**src/rtl/sd_block_arbiter.sv**
```systemverilog
// Round-robin arbiter sharing one block-level SD port among NUM virtual-drive requesters.
// Latency: request at edge n -> sd_rd/sd_wr after edge n; ack to requester one edge after sd_ack; buffer path combinational.
// Backpressure: requests are level-held until acked; the grant is held for the whole sector and ignores other requesters.
module sd_block_arbiter #(
  parameter int NUM = 2,
  parameter int AW  = 8,
  parameter int DW  = 7
) (
  input  logic                  clk_sys,
  input  logic                  reset,

  input  logic [32*NUM-1:0]     req_lba,
  input  logic [NUM-1:0]        req_rd,
  input  logic [NUM-1:0]        req_wr,
  output logic [NUM-1:0]        req_ack,
  input  logic [(DW+1)*NUM-1:0] req_buff_din,
  output logic [AW:0]           req_buff_addr,
  output logic [DW:0]           req_buff_dout,
  output logic [NUM-1:0]        req_buff_wr,

  output logic [31:0]           sd_lba,
  output logic                  sd_rd,
  output logic                  sd_wr,
  input  logic                  sd_ack,
  input  logic [AW:0]           sd_buff_addr,
  input  logic [DW:0]           sd_buff_dout,
  input  logic                  sd_buff_wr,
  output logic [DW:0]           sd_buff_din,

  output logic [1:0]            grant_idx,
  output logic                  busy
);

  typedef enum logic [1:0] {ST_IDLE, ST_REQ, ST_XFER} state_t;

  state_t      state;
  logic [1:0]  rr;

  // Requester signals padded to four slots so grant_idx can index them directly.
  logic [3:0]  rd_pad;
  logic [3:0]  wr_pad;
  logic [3:0]  cand;
  logic [31:0] lba_arr [4];
  logic [DW:0] din_arr [4];
  logic [NUM-1:0] grant_sel;

  logic        win_vld;
  logic [1:0]  win_idx;

  assign rd_pad = 4'(req_rd);
  assign wr_pad = 4'(req_wr);
  assign cand   = rd_pad | wr_pad;

  for (genvar g = 0; g < 4; g++) begin : g_pad
    if (g < NUM) begin : g_live
      assign lba_arr[g] = req_lba[32*g +: 32];
      assign din_arr[g] = req_buff_din[(DW+1)*g +: (DW+1)];
    end else begin : g_tie
      assign lba_arr[g] = '0;
      assign din_arr[g] = '0;
    end
  end

  for (genvar g = 0; g < NUM; g++) begin : g_sel
    assign grant_sel[g]   = (grant_idx == 2'(g));
    assign req_buff_wr[g] = sd_buff_wr & busy & grant_sel[g];
  end

  // Buffer address/data are broadcast; only the write strobe is steered.
  assign req_buff_addr = sd_buff_addr;
  assign req_buff_dout = sd_buff_dout;
  assign sd_buff_din   = din_arr[grant_idx];

  // Slot reached k steps after base, wrapping at NUM (base < NUM, k <= NUM).
  function automatic logic [1:0] rr_step(input logic [1:0] base, input int k);
    int t;
    t = int'(base) + k;
    if (t >= NUM) t = t - NUM;
    return t[1:0];
  endfunction

  // Pick the first pending requester starting just after the last served one;
  // scanning from the far end lets the nearest candidate overwrite the others.
  always_comb begin
    win_vld = 1'b0;
    win_idx = '0;
    for (int k = NUM; k >= 1; k--) begin
      if (cand[rr_step(rr, k)]) begin
        win_vld = 1'b1;
        win_idx = rr_step(rr, k);
      end
    end
  end

  // Grant / handshake state machine with registered bridge-side and requester-side outputs.
  always_ff @(posedge clk_sys or posedge reset) begin
    if (reset) begin
      state     <= ST_IDLE;
      sd_rd     <= 1'b0;
      sd_wr     <= 1'b0;
      sd_lba    <= '0;
      req_ack   <= '0;
      grant_idx <= '0;
      rr        <= '0;
      busy      <= 1'b0;
    end else begin
      case (state)
        ST_IDLE: begin
          // A stray sd_ack here is deliberately ignored.
          if (win_vld) begin
            grant_idx <= win_idx;
            sd_lba    <= lba_arr[win_idx];
            sd_rd     <= rd_pad[win_idx];
            sd_wr     <= wr_pad[win_idx] & ~rd_pad[win_idx];
            state     <= ST_REQ;
            busy      <= 1'b1;
          end
        end
        ST_REQ: begin
          if (sd_ack) begin
            sd_rd   <= 1'b0;
            sd_wr   <= 1'b0;
            req_ack <= grant_sel;
            state   <= ST_XFER;
          end else if (!(rd_pad[grant_idx] | wr_pad[grant_idx])) begin
            // Requester withdrew before the bridge answered; rr stays put
            // so the aborted slot keeps its place in the rotation.
            sd_rd <= 1'b0;
            sd_wr <= 1'b0;
            state <= ST_IDLE;
            busy  <= 1'b0;
          end
        end
        ST_XFER: begin
          if (!sd_ack) begin
            req_ack <= '0;
            rr      <= grant_idx;
            state   <= ST_IDLE;
            busy    <= 1'b0;
          end
        end
        default: begin
          state <= ST_IDLE;
          busy  <= 1'b0;
        end
      endcase
    end
  end

endmodule

```
**config.mk**
```make
export PLATFORM = sky130hd
export DESIGN_NAME = sd_block_arbiter
export DESIGN_NICKNAME = d
export VERILOG_FILES = /design/src/rtl/sd_block_arbiter.sv
export SDC_FILE = /design/constraint.sdc
export NUM_CORES = 1
export LEC_CHECK = 0
export BUFFER_PORTS_ARGS = -buffer_cell sky130_fd_sc_hd__buf_2
export CAP_MARGIN = 25
export CORE_UTILIZATION = 44
export DETAILED_ROUTE_END_ITERATION = 10
export GPL_TIMING_DRIVEN = 1
export HOLD_SLACK_MARGIN = 0.02
export PLACE_DENSITY = 0.86
export SLEW_MARGIN = 20
export SYNTH_ARGS = -nofsm -noshare
export SYNTH_HDL_FRONTEND = slang
export SYNTH_SLANG_ARGS = --single-unit
```
**constraint.sdc**
```tcl
create_clock -name clk_sys -period 3 [get_ports clk_sys]
set_input_delay 0.45 -clock clk_sys [delete_from_list [all_inputs] [get_ports clk_sys]]
set_output_delay 0.45 -clock clk_sys [all_outputs]
set_load 0.02 [all_outputs]
```
; Word-level counts from Yosys, hierarchy flattened
; Cells that the tools add are included.
[totals]
out_inout_bits = 66
word_cells = 90
regBits = 43
[classes]
eq_ne = 9
n_bitwise = 10
reduce_logical = 10
order_cmp = 8
n_mux = 41
add_sub_neg = 4
[ops]
columns = operator, count
row1 = 32-bit binary-select mux with 2-bit select, 1
row2 = 32-bit two-way mux, 2
row3 = 2-bit two-way mux, 9
row4 = 8-bit binary-select mux with 2-bit select, 1
row5 = 8-bit two-way mux, 2
row6 = 1-bit two-way mux, 15
row7 = 1-bit binary-select mux with 2-bit select, 6
row8 = 2-bit by 3-bit < comparator with 1-bit output (second input constant), 4
row9 = 2-bit != test (second input constant), 5
row10 = 3-bit AND reduction, 3
row11 = 3-bit by 2-bit >= comparator with 1-bit output (second input constant), 2
row12 = 3-bit >= comparator (second input constant), 2
row13 = 2-bit inverter with 3-bit output, 2
row14 = 2-bit case mux with 3 select lines, 1
row15 = 1-bit AND, 4
row16 = 2-bit by 1-bit equality test with 1-bit output (second input constant), 2
row17 = 2-bit logical NOT, 2
row18 = 1-bit case mux with 2 select lines, 2
row19 = 2-bit case mux with 2 select lines, 1
row20 = 2-bit AND reduction, 2
row21 = 4-bit AND reduction, 1
row22 = 2-bit nonzero test, 2
row23 = 2-bit subtractor (second input constant), 2
row24 = 2-bit by 1-bit adder with 3-bit output (second input constant), 1
row25 = 7 further kinds, 8

; Logic depth before layout (Yosys ltp)
; Gate-level depths: netlist of run 1.
[depth]
ltp_word = 13
depth_mapped = 5
depth_no_buf = 4

; Worst setup path after synthesis of run 1
; No wires, ideal clock.
[synth_timing]
kind = register to output
start = reg grant_idx[0]
end = out req_buff_wr[1]
t_arrival_ns = 1.555
path_stages_with_launch = 4
t_required_ns = 2.550
path_buffers = 1
slack_ns = 0.995
path_cell_list = dfrtp_1 -> buf_1 -> inv_1 -> nor3_1
[synth_between]
elab_chain_len = 2
[synth_lines]
columns = element, line_no
row1 = start: declaration, 30  ; output logic [1:0] grant_idx,
row2 = start signal: assignment, 111  ; grant_idx <= win_idx;
row3 = 2-bit by 1-bit equality test with 1-bit output, 65  ; assign grant_sel[g] = (grant_idx == 2'(g));
row4 = 1-bit AND, 66  ; assign req_buff_wr[g] = sd_buff_wr & busy & grant_sel[g];
row5 = end: declaration, 19  ; output logic [NUM-1:0] req_buff_wr,
; Every way passes these cells.

; Final worst setup path of run 1
; Ends and elaborated chain as after synthesis.

==> results.md, run 1 <==
Finish:
- The share of layout cells above drive strength 1 is a little over two fifths.
- The top cell types in the final layout, fill and taps aside, are buf_2, nor2_1, dfrtp_1.
- The number of antenna diodes in the final layout is 0.
- The area growth from synthesis to layout is 29.2%.
- In the final design database the tool counted about 460 nets.
- The library cell used most frequently in the layout, excluding fill and tap cells, is buf_2.

STA:
- The worst hold slack is 334 ps.
- The share of the cycle needed by the critical path after routing is about two thirds.
- At the pin with the least slew margin, the transition time is 873 ps.
- Measured against its own limit, the worst slew margin works out to between 40% and 50%.
- The total negative setup slack is 0 ps.
- The clock tree skew after final layout is around 10 ps.
- Setup violations remaining at the end of the flow were counted as 0.
- For this run, the top clock speed supported by timing is approximately 0.50 GHz.
- The clock period minus worst slack is between 1500 and 2000 ps.
- Setup repair after global routing left no endpoint under its margin.
- The max-slew violation count is 0.
- The final hold violation count is 0.

Clock tree:
- The clock network latency to the later pin of the worst-skew pair is roughly 290 ps.
- CTS built an H-tree with a depth of 2.
- Clock tree synthesis found a total of 43 sinks.
- In this run the clock root is driven by a clkbuf_8.
- The post-CTS setup buffer count is 0.
- Clock-pin slew was measured on the worst setup and hold paths at about 80 ps.
- Buffers inserted during clock tree synthesis total 5.
- The maximum count of clock buffers along a single path is 2.
- The TritonCTS clock tree is built.
- The post-cts gate resize count is 0.
- The quantity of hold-fixing buffers added after cts is 0.

Drt:
- In the routed design, unresolved DRC markers number 0.
- The count of nets left with antenna violations once routing finished came out at 0.
- The count of TritonRoute iterations in the first routing pass is 5.
- Dividing the detail-routed wire length by the instance count gives 12.3 µm.
- Summed over all layers, the routed wires come to approximately 5300 µm.
- The final route contains between 2000 and 2500 vias.
- After detailed routing, the number of vias per cell comes to 4.89.
- The detailed router finished its first iteration with between 80 and 90 violations.

Power:
- The worst voltage drop across the vdd grid is about 440 µV.
- In this run the power density over the cells is ~1000 mW/mm².
- The internal power contribution is around 1.7 mW.
- The fraction of power spent switching nets is 45.8%.
- The relative contribution of the clock network to total power is around 12%.
- The fraction of power consumed by sequential logic is 35.3%.
- In this run, the combinational gates consume 53.1% of the power.
- In this run the static leakage power is 1.56 nW.
- The switching power summed over all nets is around 1.4 mW.

Floorplan:
- The initial utilization of the core area, before any placement, comes to between 40% and 50%.
- The initialized floorplan defines 26 standard-cell rows.
- From bottom edge to top edge, the die measures approximately 75 µm.
- The I/O pin count is between 150 and 200.
- The die covers approximately 0.0056 mm².
- The width of the die is 75.0 µm.
- In this run the standard cell core region covers ~0.005 mm².

Worst setup path:
- The cell at the slowest stage of the critical path is dfrtp_1.
- The endpoint kind of the worst setup timing path is a primary output.
- The cell family with the largest share of critical-path delay is flip-flops.
- The delay of the slowest critical-path stage is 750 ps.
- Data on the critical path is required at its endpoint by 2550 ps.
- The kind of launch point of the worst setup path is a register.
- The startpoint identified for the worst register-to-register timing path is grant_idx[0]$_DFFE_PP0P_.
- The startpoint of the most critical setup path is grant_idx[0]$_DFFE_PP0P_.
- Together, buffers and inverters on the worst path number 2.
- Data on the critical path arrives at its endpoint at approximately 1600 ps.
- In this run the worst path has a maximum fanout of 16.
- By startpoint and endpoint, the worst setup path is classified as register to primary output.
- The signal on the critical path passes through inv_1 -> nor3_1 -> buf_2.

Global route:
- The total overflow left after global routing is 0.
- The initial antenna violation count is 0.
- The via count of the first global-routing pass is 1895.
- In the global route stage, overall resource usage came out at between 10% and 20%.
- The maximum number of pins on one net before global-route repair is 44.
- The wire length of the first global-routing pass is roughly 8200 µm.

Logic synthesis:
- In this run the cell area of the synthesized design comes to ~0.0023 mm².
- The post-synthesis area per instance is approximately 9.7 µm².
- The number of warning messages in the yosys log is 0.
- Ranked by total cell area, the synthesized netlist is headed by dfrtp_1, mux2i_1, a21oi_1, nor2_1, buf_4.
- Summed over its instances, the top area cell type makes up between 40 and 50% of the synthesized netlist area.
- The flop and latch count out of synthesis is 43.
- The cell count after synthesis is 242.
- The most used flip-flop cell after synthesis is dfrtp_1.
- The sequential share of the synthesized area is 45.9%.
- The netlist uses 35 different library cells.
- Counting flops with an async set or reset pin after synthesis yields a share of 100%.
- dfrtp_1 takes more of the synthesized area than any other cell.
- In this run, synthesis inferred 0 flip-flops with an integrated enable.
- The number of nets in the synthesized netlist is between 300 and 400.

Outcome:
- The flow ran to the end, and the final reports show no timing, DRC or antenna violations.

Hold path:
- The worst hold path belongs to the class input pin to asynchronous set/reset pin.

Placed design:
- Input and output buffers added on the ports amount to roughly 140.
- The post-detailed-placement half-perimeter wirelength is 3940 µm.
- The final RePlAce weighted congestion is about 0.8.

Flow run:
- Across the run, the number of max-cap violations was 0.
-- logic make-up (layout without fill, tap and decap cells) --
family / Yosys count / in the layout / share of synthesized area [%]
compound gates: 55 / 55 / 14.1
xor+xnor: 1 / 1 / 0.374
buf+inv: 36 / 152 / 9.29
flops: 43 / 43 / 45.9
mux: 43 / 43 / 18.5
simple gates: 64 / 64 / 11.9
-- routing by layer --
layer | global-route usage (%) | part of all wire, % | vias to the layer above
li1 | - | - | 1048
met1 | 22.0 | 41 | 950
met2 | 33.6 | 51 | 83
met3 | 5.49 | 6.0 | 12
met4 | 8.18 | 1.7 | 0
met5 | 0 | 0 | -
-- Yosys cell counts (2+ instances only) --
cell,count
a21oi_1,37
nor2_1,47
clkbuf_1,3
o21ai_0,4
nand2b_1,4
nor3_1,2
mux2i_1,41
buf_4,17
nand2_1,3
buf_2,9
o21a_1,2
inv_1,5
a31oi_1,2
nor2b_1,2
dfrtp_1,43
mux2_2,2
-- path summary, 6_finish.rpt --
kind,end,slack (ps),cells after the start
worst max-delay path,req_buff_wr[1],1000,3
worst min-delay path,sd_lba[31]$_DFFE_PP0P_,330,2
worst max register to register,sd_wr$_DFFE_PP0P_,1010,4
worst min register to register,sd_rd$_DFFE_PP0P_,500,1
max in group asynchronous,grant_idx[0]$_DFFE_PP0P_,2110,2
min in group clk_sys,sd_lba[1]$_DFFE_PP0P_,450,3
-- cell type report --
class | instances | area (µm²)
fill | 459 | 2080
sequential | 43 | 1080
multi-input combinational | 163 | 1060
timing repair buffer | 139 | 703
tap | 70 | 87.6
clock buffer | 6 | 72.6
inverter | 5 | 18.8
clock inverter | 2 | 12.5
-- power groups by stage --
stage / clock network, mW / logic [mW] / registers (mW)
floorplan: 0 / 0.956 / 1.32
global placement: 0 / 1.59 / 1.07
detailed placement: 0 / 1.64 / 1.08
CTS: 0.370 / 1.64 / 1.08
global route: 0.395 / 1.79 / 1.12
finish: 0.354 / 1.62 / 1.08
-- registers in the layout (all words and copies together) (netlist names) --
register,cells
rr,2
sd_rd,1
busy,1
req_ack,2
sd_wr,1
state,2
grant_idx,2
sd_lba,32
-- through the flow --
stage	setup WS, ps	util (%)	power, mW	std cells	cell area (µm²)
after CTS	970	59.3	3.09	428	3030
after global routing	863	59.3	3.31	428	3030
after global placement	979	57.6	2.66	420	2940
after detailed placement	898	57.6	2.72	420	2940
final	1000	59.3	3.05	428	3030
after floorplan	995	-	2.28	242	2340
(Power assumes the default switching activity.)
==> inputs of run 2 (changes only) <==
--- a/config.mk
+++ b/config.mk
@@ -7,11 +7,11 @@
 export LEC_CHECK = 0
 export BUFFER_PORTS_ARGS = -buffer_cell sky130_fd_sc_hd__buf_2
 export CAP_MARGIN = 25
-export CORE_UTILIZATION = 44
+export CORE_UTILIZATION = 37
 export DETAILED_ROUTE_END_ITERATION = 10
 export GPL_TIMING_DRIVEN = 1
 export HOLD_SLACK_MARGIN = 0.02
-export PLACE_DENSITY = 0.86
+export PLACE_DENSITY = 0.77
 export SLEW_MARGIN = 20
 export SYNTH_ARGS = -nofsm -noshare
 export SYNTH_HDL_FRONTEND = slang
==> constraint.sdc (replaced) <==
create_clock -name clk_sys -period 1.62 [get_ports clk_sys]
set_input_delay 0.243 -clock clk_sys [delete_from_list [all_inputs] [get_ports clk_sys]]
set_output_delay 0.243 -clock clk_sys [all_outputs]
set_load 0.02 [all_outputs]
==> run 2 against run 1 <==
Compared with the run above: cell count up 5.8%; largest power group unchanged; wire length up 15%; non-clock buffer count rose by 20; sequential share of layout area down 3.9 points; register-to-register slack worse by 980 ps; combinational power rose by 150%; sequential cell count unchanged; global-route usage decreased by 2.7 points; first-iteration DRC count grew 27%.
==> results.md, run 2 (synthesized netlist as in run 1, its figures left out) <==
Hold path:
- The worst min-delay path category is input pin to register.

STA:
- The share of the cycle needed by the critical path after routing is a little over nine tenths.
- The final setup violation count is 0 (unchanged).
- The clock tree skew after final layout is 2.67 ps (-7.30 ps).
- The measured slew at the worst slew-check pin is 437 ps (-436 ps).
- Timing would allow up to roughly 0.63 GHz.
- The max-slew violation count is 0 (unchanged).
- The worst-case setup margin in the final layout is 25.4 ps (-976 ps).
- The worst-case headroom to the max-slew limit came to 70.8% (+29 points).
- The final hold violation count is 0 (unchanged).
- The clock period minus worst slack is between 1500 and 2000 ps.

Global route:
- The maximum number of pins on one net before global-route repair is 37 (-16%).
- The total global routing track utilization is 16.5% (-2.7 points).
- The final global-route overflow total is 0 (unchanged).
- The via count of the first global-routing pass came to 1917 (+1.2%).
- The initial antenna violation count came to 0 (unchanged).
- The wire length of the first global-routing pass is 8430 µm (+2.9%).

Clock tree:
- The TritonCTS clock tree is built.
- The maximum count of clock buffers along a single path was 2 (unchanged).
- The H-tree level count came to 2 (unchanged).
- The clock transition at the registers of the reported paths is 80 ps (about the same).
- The total clock sinks is 43 (unchanged).
- The buffer type at the clock tree root is clkbuf_8.
- The clock network latency to the later pin of the worst-skew pair is 290 ps (about the same).
- The total CTS buffers is 5 (unchanged).

Floorplan:
- The total die area is 0.00666 mm² (+18%).
- The standard-cell row count came to 28 (+7.7%).
- The vertical die dimension was 81.6 µm (+8.8%).
- The I/O pin count is 171 (unchanged).
- The width of the die is 81.6 µm (+8.8%).
- The core box area is 0.00603 mm² (+18%).
- The starting density of the core is 38.9% (-7.0 points).

Finish:
- The commonest non-fill, non-tap cell in the layout is buf_2.
- The total non-filler cell area in the finished layout is 0.00340 mm² (+12%).
- The number of fillers in the final layout is 550 (+20%).
- The largest register by flop count is sd_lba.
- The library cells used most frequently in the layout, excluding fill and tap cells, are buf_2, nor2_1, dfrtp_1.
- The share of layout cells above drive strength 1 came to 47.4% (+4.9 points).
- The area added between synthesis and finish is 45.2%.
- The number of flip-flops in the largest register was 32 (unchanged).
- The net total in the final layout is 482 (+4.3%).
- The antenna cell count is 0 (unchanged).
- The final core area utilization was 56.5% (-2.8 points).

Worst setup path:
- The maximum fanout along the worst path was 8 (-8).
- The critical path goes through o21bai_4 -> a2111oi_4 -> buf_6 -> buf_12 -> clkbuf_16 -> a21oi_1.
- The arrival time at the worst endpoint is 1770 ps (+220 ps).
- The worst setup path is launched from a register.
- The delay of the slowest critical-path stage is 390 ps (-360 ps).
- The largest individual stage delay along the critical path comes from the cell dfrtp_1.
- The data required time at the worst endpoint was 1800 ps (-750 ps).
- The critical path class is register to register.
- The endpoint kind of the worst setup timing path is a register.

Drt:
- The count of antenna-violating nets left after detailed routing is 0 (unchanged).
- The DRC violations left came to 0 (unchanged).
- The via density per instance came to 4.87 (-0.46%).
- The total via count after detailed routing came to 2205 (+5.4%).
- The detailed-route wire length is 6060 µm (+15%).
- The count of TritonRoute iterations in the first routing pass was 4 (-1).
- The violation count after the first detailed-routing iteration is 107 (+27%).
- The routed wire length per instance is 13.4 µm (+9.0%).

Power:
- The static leakage is 1.74 nW (+11%).
- The power density over the cells came to 1980 mW/mm² (+96%).
- The worst voltage drop across the vdd grid is 1050 µV (+140%).
- The total power is 6.73 mW (+120%).

Placed design:
- The worst-case setup slack after placement is -16.8 ps (-914 ps).
- The post-detailed-placement half-perimeter wirelength was 4240 µm (+7.5%).
- The final RePlAce weighted congestion is 0.820 (+2.9%).
- The number of port buffers is 136 (unchanged).
- The post-place instance area is 0.00309 mm² (+4.9%).

Outcome:
- The run finished with clean final reports.

Flow run:
- The count of max-cap constraint violations is 0 (unchanged).
==> run 2: changes by cell type in the layout (fill, tap and decap cells not counted), moves of 3 or more <==
cell,previous run,this run
buf_12,0,5
a21oi_2,0,3
clkbuf_16,0,4
buf_4,3,10
a21oi_1,37,34
buf_6,0,3
==> run 2: worst max-delay path: cells and delay by family, from the launching register on <==
kind                   cells  cell delay (ps)
buffers and inverters      3              480
DFF                        1              390
AOI/OAI and AO/OA          3              600
==> run 2: power by group <==
part	internal (mW)	switching, mW
combinational	1.80	2.20
clock	0.499	0.348
sequential	1.59	0.300
total	3.88	2.85
==> run 2: per-layer routing <==
| metal | wire [µm] | part of all wire (%) | global-route usage (%) | vias up |
|---|---|---|---|---|
| li1 | - | - | - | 1092 |
| met1 | 2440 | 40 | 19.0 | 1016 |
| met2 | 3130 | 52 | 28.3 | 86 |
| met3 | 411 | 6.8 | 5.67 | 11 |
| met4 | 77 | 1.3 | 6.32 | 0 |
| met5 | 0 | 0 | 0 | - |
==> run 2: layout make-up <==
class                           count  area, µm²  area share (%)
Timing Repair Buffer              159       1000            29.4
Inverter                            5       18.8           0.551
Tap cell                           75       93.8            2.76
Multi-Input combinational cell    163       1100            32.2
Clock buffer                        6       82.6            2.43
Clock inverter                      2       35.0            1.03
Sequential cell                    43       1080            31.6
==> run 2: worst paths after layout <==
check | from | to | slack [ps] | depth (start not counted)
min in group asynchronous | reset | sd_lba[16]$_DFFE_PP0P_ | 510 | 3
max reg2reg | rr[0]$_DFFE_PP0P_ | sd_lba[19]$_DFFE_PP0P_ | 30 | 6
max | rr[0]$_DFFE_PP0P_ | sd_lba[19]$_DFFE_PP0P_ | 30 | 6
min reg2reg | sd_rd$_DFFE_PP0P_ | sd_rd$_DFFE_PP0P_ | 510 | 1
max in group asynchronous | reset | sd_lba[22]$_DFFE_PP0P_ | 640 | 4
min | sd_ack | state[1]$_DFFE_PP0P_ | 230 | 2
==> run 2: what timing repair did <==
| action | in CTS | in global routing |
|---|---|---|
| setup buffers | 0 | 3 |
| setup endpoints to repair | 5 | 43 |
| pin swaps | 1 | 1 |
| gates resized for setup | 0 | 10 |
| hold endpoints to repair | 19 | 0 |
| gates cloned | 0 | 5 |
| hold buffers | 1 | 0 |
==> run 2: stage by stage <==
step	std cells	TNS [ps]	hold slack, ps
2_1_floorplan	242	0	372
3_3_place_gp	436	0	268
3_5_place_dp	436	-16.8	289
4_1_cts	445	0	224
5_1_grt	453	-76.6	228
6_report	453	0	226
==> inputs of run 3 (changes only) <==
--- a/config.mk
+++ b/config.mk
@@ -5,13 +5,13 @@
 export SDC_FILE = /design/constraint.sdc
 export NUM_CORES = 1
 export LEC_CHECK = 0
-export BUFFER_PORTS_ARGS = -buffer_cell sky130_fd_sc_hd__buf_2
 export CAP_MARGIN = 25
-export CORE_UTILIZATION = 37
+export CORE_UTILIZATION = 57
 export DETAILED_ROUTE_END_ITERATION = 10
+export DONT_BUFFER_PORTS = 1
 export GPL_TIMING_DRIVEN = 1
 export HOLD_SLACK_MARGIN = 0.02
-export PLACE_DENSITY = 0.77
+export PLACE_DENSITY = 0.75
 export SLEW_MARGIN = 20
 export SYNTH_ARGS = -nofsm -noshare
 export SYNTH_HDL_FRONTEND = slang
==> run 3 against run 2 <==
Compared with the run above: wire length shrank 14%; register-to-register slack is essentially flat; worst setup slack gained 13 ps; non-clock buffer count shrank 130; power shrank 10%; global-route usage grew 4.5 points; hold slack lost 150 ps; combinational power shrank 30%; final area shrank 21%; critical path depth is the same; cell count shrank 35%; count of clock-buffer cells in the layout is the same; critical path type unchanged; critical endpoint is now sd_lba[23]$_DFFE_PP0P_.
==> results.md, run 3 (synthesized netlist as in run 1, its figures left out) <==
Outcome:
- The run finished with clean final reports.

Worst setup path:
- The maximum fanout along the worst path came to 9 (+1).
- The worst reg2reg path depth is 6 (unchanged).
- The critical path class is register to register.
- The endpoint kind of the worst setup timing path is a register.
- The arrival time at the worst endpoint was 1790 ps (+20 ps).
- The data required time at the worst endpoint is 1830 ps (+30 ps).
- The kind of launch point of the worst setup path is a register.
- Walking the worst path, the cells encountered are o21bai_4 -> a2111oi_4 -> buf_6 -> clkbuf_16 -> nor2_1 -> a21oi_1.
- The delay of the slowest critical-path stage came to 390 ps (about the same).
- For this design, the slowest cell found on the critical path is dfrtp_1.

Placed design:
- The number of port buffers came to 0 (-100%).
- The post-detailed-placement half-perimeter wirelength is 3390 µm (-20%).
- The post-place instance area is 0.00241 mm² (-22%).
- The final RePlAce weighted congestion was 0.827 (+0.83%).

Hold path:
- The min-delay analysis places its worst path in the category input pin to register.
- The number of instances on the worst hold path is 1 (-1).

Finish:
- The share of layout cells above drive strength 1 came to 19.0% (-28 points).
- The final core area utilization is 70.9% (+14 points).
- sd_lba holds more flip-flops than any other register.
- The total non-filler cell area in the finished layout is 0.00270 mm² (-21%).
- The commonest non-fill, non-tap cell in the layout is nor2_1.
- In the layout the commonest cells are nor2_1, dfrtp_1, mux2i_1.
- The number of flip-flops in the largest register is 32 (unchanged).
- The antenna cell count is 0 (unchanged).
- The net total in the final layout was 352 (-27%).
- The number of fillers in the final layout is 283 (-49%).
- The area added between synthesis and finish is 15.0%.

STA:
- Setup repair after global routing could not meet its margin everywhere.
- The worst hold slack is 73.8 ps (-152 ps).
- The final hold violation count was 0 (unchanged).
- The clock tree skew after final layout is 6.68 ps (+4.01 ps).
- The worst-case headroom to the max-slew limit was 64.8% (-6.0 points).
- The max-slew violation count was 0 (unchanged).
- The maximum frequency from static timing analysis is 0.632 GHz (+0.82%).
- The measured slew at the worst slew-check pin came to 527 ps (+90.0 ps).
- The share of the cycle needed by the critical path after routing is 97.6% (-0.80 points).
- The clock period minus worst slack is 1580 ps (-13.0 ps).
- The final setup violation count was 0 (unchanged).

Drt:
- The total via count after detailed routing came to 1764 (-20%).
- The routed wire length per instance is 17.5 µm (+31%).
- The count of TritonRoute iterations in the first routing pass was 4 (unchanged).
- The count of antenna-violating nets left after detailed routing was 0 (unchanged).
- The DRC violations left is 0 (unchanged).
- The via density per instance is 5.96 (+22%).
- The violation count after the first detailed-routing iteration is 172 (+61%).
- The detailed-route wire length is 5190 µm (-14%).

Power:
- The fraction of power spent switching nets is 44.8% (+2.5 points).
- The relative contribution of the clock network to total power is 10.9% (-1.7 points).
- The power density over the cells is 2240 mW/mm² (+13%).
- The total power was 6.04 mW (-10%).
- The worst voltage drop across the vdd grid is 1240 µV (+18%).
- The switching power summed over all nets is 2.70 mW (-5.0%).
- The static leakage is 1.22 nW (-30%).
- The portion of total power attributed to combinational logic is 46.7% (-13 points).
- The internal power contribution is 3.33 mW (-14%).
- The fraction of power consumed by sequential logic is 42.4% (+14 points).

Global route:
- The maximum number of pins on one net before global-route repair is 44 (+19%).
- The total global routing track utilization came to 21.0% (+4.5 points).
- The initial antenna violation count is 0 (unchanged).
- The final global-route overflow total was 0 (unchanged).
- The via count of the first global-routing pass is 1554 (-19%).
- The wire length of the first global-routing pass is 6980 µm (-17%).

Clock tree:
- The clock transition at the registers of the reported paths came to 80 ps (about the same).
- In this run the clock root is driven by a clkbuf_8.
- The maximum count of clock buffers along a single path is 2 (unchanged).
- The total CTS buffers came to 5 (unchanged).
- The TritonCTS clock tree is built.
- The H-tree level count is 2 (unchanged).
- The total clock sinks was 43 (unchanged).
- The clock network latency to the later pin of the worst-skew pair is 290 ps (about the same).

Flow run:
- The count of max-cap constraint violations is 0 (unchanged).

Floorplan:
- The I/O pin count is 171 (unchanged).
- The core box area was 0.00380 mm² (-37%).
- The standard-cell row count is 22 (-21%).
- The width of the die is 66.1 µm (-19%).
- The total die area was 0.00437 mm² (-34%).
- The vertical die dimension is 66.1 µm (-19%).
- The starting density of the core is 61.7% (+23 points).
run 3: worst paths after layout:
kind,endpoint,start,slack (ps)
setup / recovery,sd_lba[23]$_DFFE_PP0P_,rr[0]$_DFFE_PP0P_,40
hold / removal,state[1]$_DFFE_PP0P_,sd_ack,70
setup reg to reg,sd_lba[23]$_DFFE_PP0P_,rr[0]$_DFFE_PP0P_,40
hold reg to reg,rr[0]$_DFFE_PP0P_,grant_idx[0]$_DFFE_PP0P_,630
max in group asynchronous,grant_idx[0]$_DFFE_PP0P_,reset,700
min in group asynchronous,state[1]$_DFFE_PP0P_,reset,520
run 3: layout make-up:
| class | count | area (µm²) | area share [%] |
|---|---|---|---|
| Clock buffer | 6 | 72.6 | 2.69 |
| Clock inverter | 2 | 12.5 | 0.464 |
| Inverter | 5 | 18.8 | 0.696 |
| Multi-Input combinational cell | 163 | 1090 | 40.5 |
| Tap cell | 48 | 60.1 | 2.23 |
| Sequential cell | 43 | 1080 | 40.0 |
| Timing Repair Buffer | 29 | 362 | 13.4 |
run 3: power groups by stage:
stage / sequential [mW] / clock, mW / combinational [mW]
final: 2.56 / 0.660 / 2.82
after global routing: 2.63 / 0.721 / 3.06
after CTS: 2.55 / 0.669 / 2.22
after detailed placement: 2.55 / 0 / 2.22
after global placement: 2.55 / 0 / 2.14
after floorplan: 2.44 / 0 / 1.78
run 3: metal layers:
layer	vias up	global-route usage [%]	part of all wire [%]
li1	834	-	-
met1	820	26.4	40
met2	97	33.7	50
met3	13	6.72	8.2
met4	0	7.71	1.2
met5	-	0	0
run 3: metrics by stage:
stage                     instances  worst slack (ps)  setup TNS, ps
after CTS                       289              25.0              0
final                           296              38.4              0
after floorplan                 242              31.5              0
after global routing            296             -42.0           -111
after detailed placement        280             -12.5          -12.5
after global placement          280              47.3              0
run 3: timing repair:
action,CTS,global route
resized for setup,2,10
endpoints found under the hold margin,43,0
setup buffers,0,2
cloned,0,5
pin swaps,1,1
hold buffers,1,0
endpoints found under the setup margin,12,41
run 3: worst max-delay path: cells and delay by family (launching register included):
family / cells / cell delay, ps
AO/OA/AOI/OAI: 3 / 680
buffers and inverters: 2 / 400
flip-flops: 1 / 390
AND/OR/NAND/NOR: 1 / 40
